===== config.mk =====
export PLATFORM = sky130hd
export DESIGN_NAME = lsp_prev_update
export DESIGN_NICKNAME = d
export VERILOG_FILES = /design/src/rtl/lsp_prev_update.sv
export SDC_FILE = /design/constraint.sdc
export NUM_CORES = 1
export LEC_CHECK = 0
export CORE_ASPECT_RATIO = 1.2
export CORE_MARGIN = 2
export CORE_UTILIZATION = 40
export CTS_CLUSTER_SIZE = 40
export DETAILED_ROUTE_END_ITERATION = 8
export GPL_TIMING_DRIVEN = 0
export PLACE_DENSITY = 0.76
export SETUP_SLACK_MARGIN = 0.4
export SLEW_MARGIN = 20
export SYNTH_ARGS = -nofsm -noshare
export SYNTH_HDL_FRONTEND = slang
export SYNTH_SLANG_ARGS = --single-unit
export TNS_END_PERCENT = 1

===== constraint.sdc =====
create_clock -name clk -period 1.85 [get_ports clk]
set_clock_uncertainty 0.15 [all_clocks]
set_input_delay 0.37 -clock clk [delete_from_list [all_inputs] [get_ports clk]]
set_output_delay 0.37 -clock clk [all_outputs]
set_load 0.02 [all_outputs]

===== src/rtl/lsp_prev_update.sv =====
// MA-predictor history update: shifts freq_prev[2..0] into freq_prev[3..1], then
// copies lsp_ele into freq_prev[0]. Each word takes one READ/LATCH/WRITE pass on scratch memory.
module lsp_prev_update #(
  parameter int M      = 10,
  parameter int MA_NP  = 4,
  parameter int ADDR_W = 11,
  parameter int DATA_W = 32
) (
  input  logic              clk,
  input  logic              reset,
  input  logic              start,
  output logic              done,
  input  logic [ADDR_W-1:0] lspele,
  input  logic [ADDR_W-1:0] freq_prev,
  input  logic [DATA_W-1:0] readIn,
  output logic [ADDR_W-1:0] readRequested,
  output logic [ADDR_W-1:0] writeRequested,
  output logic [DATA_W-1:0] writeOut,
  output logic              memWrite
);

  localparam logic [2:0] IDLE  = 3'd0;
  localparam logic [2:0] READ  = 3'd1;
  localparam logic [2:0] LATCH = 3'd2;
  localparam logic [2:0] WRITE = 3'd3;
  localparam logic [2:0] DONE  = 3'd4;

  localparam logic [1:0] K_LAST = 2'(MA_NP - 1);
  localparam logic [3:0] J_LAST = 4'(M - 1);

  logic [2:0]        state;
  logic [1:0]        k;
  logic [3:0]        j;
  logic [6:0]        lsp_base;
  logic [4:0]        fp_base;
  logic [DATA_W-1:0] data_q;

  // Only the upper address fields of the base pointers select a block.
  logic unused_base_bits;
  assign unused_base_bits = ^{lspele[3:0], freq_prev[5:0]};

  assign writeOut = data_q;

  // Frame k takes its data from frame k-1; frame 0 takes it from lsp_ele.
  function automatic logic [ADDR_W-1:0] src_addr(input logic [4:0] fb, input logic [6:0] lb,
                                                 input logic [1:0] kk, input logic [3:0] jj);
    if (kk != 2'd0) return {fb, kk - 2'd1, jj};
    else            return {lb, jj};
  endfunction

  always_ff @(posedge clk or negedge reset) begin
    if (!reset) begin
      state          <= IDLE;
      k              <= K_LAST;
      j              <= 4'd0;
      lsp_base       <= 7'd0;
      fp_base        <= 5'd0;
      data_q         <= '0;
      readRequested  <= '0;
      writeRequested <= '0;
      memWrite       <= 1'b0;
      done           <= 1'b0;
    end else begin
      done     <= 1'b0;
      memWrite <= 1'b0;
      case (state)
        IDLE: begin
          if (start) begin
            lsp_base      <= lspele[10:4];
            fp_base       <= freq_prev[10:6];
            k             <= K_LAST;
            j             <= 4'd0;
            readRequested <= src_addr(freq_prev[10:6], lspele[10:4], K_LAST, 4'd0);
            state         <= READ;
          end
        end
        READ: state <= LATCH;
        LATCH: begin
          data_q         <= readIn;
          writeRequested <= {fp_base, k, j};
          memWrite       <= 1'b1;
          state          <= WRITE;
        end
        WRITE: begin
          // Descending k means each source word is read before it is overwritten.
          if (j != J_LAST) begin
            j             <= j + 4'd1;
            readRequested <= src_addr(fp_base, lsp_base, k, j + 4'd1);
            state         <= READ;
          end else if (k != 2'd0) begin
            j             <= 4'd0;
            k             <= k - 2'd1;
            readRequested <= src_addr(fp_base, lsp_base, k - 2'd1, 4'd0);
            state         <= READ;
          end else begin
            done  <= 1'b1;
            state <= DONE;
          end
        end
        DONE:    state <= IDLE;
        default: state <= IDLE;
      endcase
    end
  end

endmodule


==> results_dict.tcl <==
set metrics [dict create \
    antenna_found_initial 0 \
    p_int_mw 5.10 \
    h-tree-depth 3 \
    nFillCells 620 \
    ioPinCount 113 \
    drv_cap 0 \
    synth_flop_cell "dfrtp_1" \
    placement_rows 35 \
    coreArea_um2 7580 \
    start_util_pct 40.8 \
    synth_xor_area_share_pct 0.283 \
    synthDistinctLibCells 36 \
    fin_crit_ns 1.77 \
    portBuffers 102 \
    dp.final_hpwl_um 5060 \
    cp-end-kind "flip-flop" \
    post_drt_wl_per_cell_um 15.5 \
    p_comb_share_pct 48.6 \
    syn_avg_cell_area_um2 12.8 \
    finalPower_mw 8.13 \
    grt_max_degree 44 \
    p_leak_nw 2.21 \
    finalCritPeriodShare_pct 95.5 \
    crit_chain "inv_2 > ha_4 > nand4b_1 > a21oi_4 > clkbuf_16 > a221oi_2" \
    outcome "finished, final reports clean" \
    die_w_um 84.2 \
    drc 0 \
    dieHeight_um 100 \
    diodes 0 \
    drv_slew 0 \
    synthSimpleGateAreaFrac_pct 10.9 \
    clkPwrFrac_pct 16.9 \
    synth_top_family_by_area "multiplexers" \
    cp_num_buf_inv 2 \
    routed_via_density 5.06 \
    clock_sinks 73 \
    cp.arrival_ns 1.87 \
    start_kind "flip-flop" \
    dp_slack_ns -0.267 \
    setup_violations 0 \
    swShare_pct 37.3 \
    max_stage_delay_ns 0.59 \
    via_count 2385 \
    dp_cells 437 \
    die_area_um2 8450 \
    synth_fa_ha_area_share_pct 1.62 \
    wl_um 7290 \
    path_class "flip-flop to flip-flop" \
    grt_pass1_wl_um 11800 \
    clockBufferDepth 2 \
    synth_compound_area_share_pct 6.23 \
    grt_pass1_vias 2444 \
    max_freq_mhz 566 \
    fin_cells 471 \
    max-slew-margin-rel_pct 72.0 \
    synth_area_um2 3090 \
    synthCells 242 \
    fin_util_pct 62.0 \
    min_path_type "flip-flop to flip-flop" \
    areaGrowthSynthToFinish_pct 51.9 \
    crit_family "flip-flops" \
    rsz0062_at_grt "yes" \
    overflow 0 \
    drt-initial-drc-count 128 \
    nets 435 \
    worstSkewPairLatency_ns 0.34 \
    hold_viol 0 \
    drt-pass1-iter-count 4 \
    syn_nets 303 \
    cp.required_ns 1.95 \
    synth.ff_latch_count 73 \
    ant_nets 0 \
    cts_buffers 9 \
    synth-edff-count 0 \
    yosysWarningCount 0 \
    switchingPower_mw 3.03 \
    layout-drive-gt1-share_pct 30.9 \
    cp_max_fo 4 \
    worst_slack_ns 0.0830 \
    path_clk_slew_ns 0.07 \
    power.share.sequential_pct 34.6 \
    multi_input_area_um2 1250 \
    tightest_slew_ns 0.420 \
    synthMuxAreaShare_pct 17.7 \
    peakVddDrop_mv 0.863 \
    slowest_stage "dfstp_2" \
    ys_seq_area_share_pct 59.2 \
    regArea_um2 1830 \
    p_per_area_nw_per_um2 1730 \
    cts_tree "done" \
    gp_congestion 0.775 \
    holdWs_ns 0.354 \
    grt.total_usage_pct 17.9 \
    synthArstFlopShare_pct 100 \
    root_buffer "clkbuf_8" \
]
power groups by stage:
stage	combinational (mW)	clock (mW)	sequential, mW
2_1_floorplan	1.56	0	3.53
3_3_place_gp	3.84	0	2.84
3_5_place_dp	3.94	0	2.89
4_1_cts	3.79	1.41	2.83
5_1_grt	4.24	1.49	2.92
6_report	3.95	1.37	2.81
worst register-to-register path, delay by kind of cell (launching register included):
kind                     cells  cell delay (ns)
flip-flops                   1             0.59
AO/OA/AOI/OAI                2             0.36
buffers and inverters        2             0.24
AND/OR/NAND/NOR              1             0.18
adder cells (fa/ha/maj)      1             0.17
path summary, 6_finish.rpt:
path,from,endpoint,slack (ns),cells past startpoint
worst max register to register,k[0],readRequested[6],0.08,6
min in group asynchronous,reset,writeOut[22],0.36,2
worst max-delay path,k[0],readRequested[6],0.08,6
worst min register to register,writeRequested[7],writeRequested[7],0.35,1
worst min-delay path,writeRequested[7],writeRequested[7],0.35,1
max in group asynchronous,reset,k[1],0.56,3
state kept, by name, indices dropped and copies added (netlist names):
name,cells
lsp_base,7
k,2
readRequested,11
writeRequested,11
done,1
fp_base,5
writeOut,32
state,3
memWrite,1
stage by stage:
step                      TNS [ns]  cell area (um^2)
after floorplan                  0              3150
after detailed placement     -4.23              4300
after global routing             0              4690
after CTS                        0              4630
after global placement     -164.74              4280
final                            0              4690
area by class of cell:
class                           instances  area share (%)
Multi-Input combinational cell        148            26.5
Timing Repair Buffer                  121            24.2
Sequential cell                        73            39.1
Inverter                                9           0.720
Buffer                                 12            2.32
Clock inverter                          5            1.68
Clock buffer                           11            3.01
Tap cell                               92            2.45
cell usage in the layout, fill, tap and decap left out, types with 4 or more instances in the layout:
master / netlist / layout
clkbuf_8: 0 / 11
mux2i_1: 4 / 4
dfrtp_1: 71 / 67
dfrtp_2: 0 / 4
o21ai_0: 5 / 5
mux2_2: 45 / 45
dlygate4sd2_1: 0 / 56
buf_4: 6 / 21
nand2_1: 40 / 40
o22ai_1: 4 / 4
clkdlybuf4s50_1: 0 / 45
buf_6: 3 / 4
nor2_1: 8 / 7
inv_1: 9 / 7
logic make-up (layout without fill, tap and decap cells):
logic type | Yosys count | count (layout)
fa+ha+maj | 4 | 4
mux | 49 | 49
flops | 73 | 73
buf+inv | 21 | 158
simple gates | 67 | 67
compound gates | 27 | 27
xor+xnor | 1 | 1
metal layers:
layer	global-route usage, %	vias to the layer above	part of all wire (%)
met2	29.3	82	52
met4	8.56	0	2.0
met3	4.36	12	5.8
met5	0	-	0
met1	22.2	1181	40
li1	-	1110	-
what timing repair did:
action / 4_1_cts / 5_1_grt
buffers inserted: 13 / 2
hold buffers: 1 / 0
endpoints found under the setup margin: 125 / 127
pin swaps: 3 / 5
gates resized for setup: 69 / 2
endpoints found under the hold margin: 30 / 0
cloned: 1 / 1
synthesized netlist by cell type, types with 2 or more instances:
library cell,instances,share of area (%)
buf_4,6,1.5
nor3_1,4,0.65
buf_2,2,0.32
a221oi_1,5,1.4
ha_1,4,1.6
nor2_1,8,0.97
nand3b_1,3,0.73
dfrtp_1,71,57
a21oi_1,4,0.65
o21ai_0,5,0.81
inv_1,9,1.1
nand3_1,3,0.49
nand2_1,40,4.9
buf_6,3,1.1
and3b_1,2,0.57
dfstp_2,2,1.7
o22ai_1,4,0.81
mux2_2,45,16
mux2i_1,4,1.3
o31ai_1,2,0.49
Note: power is estimated with default switching activity, not from simulation.
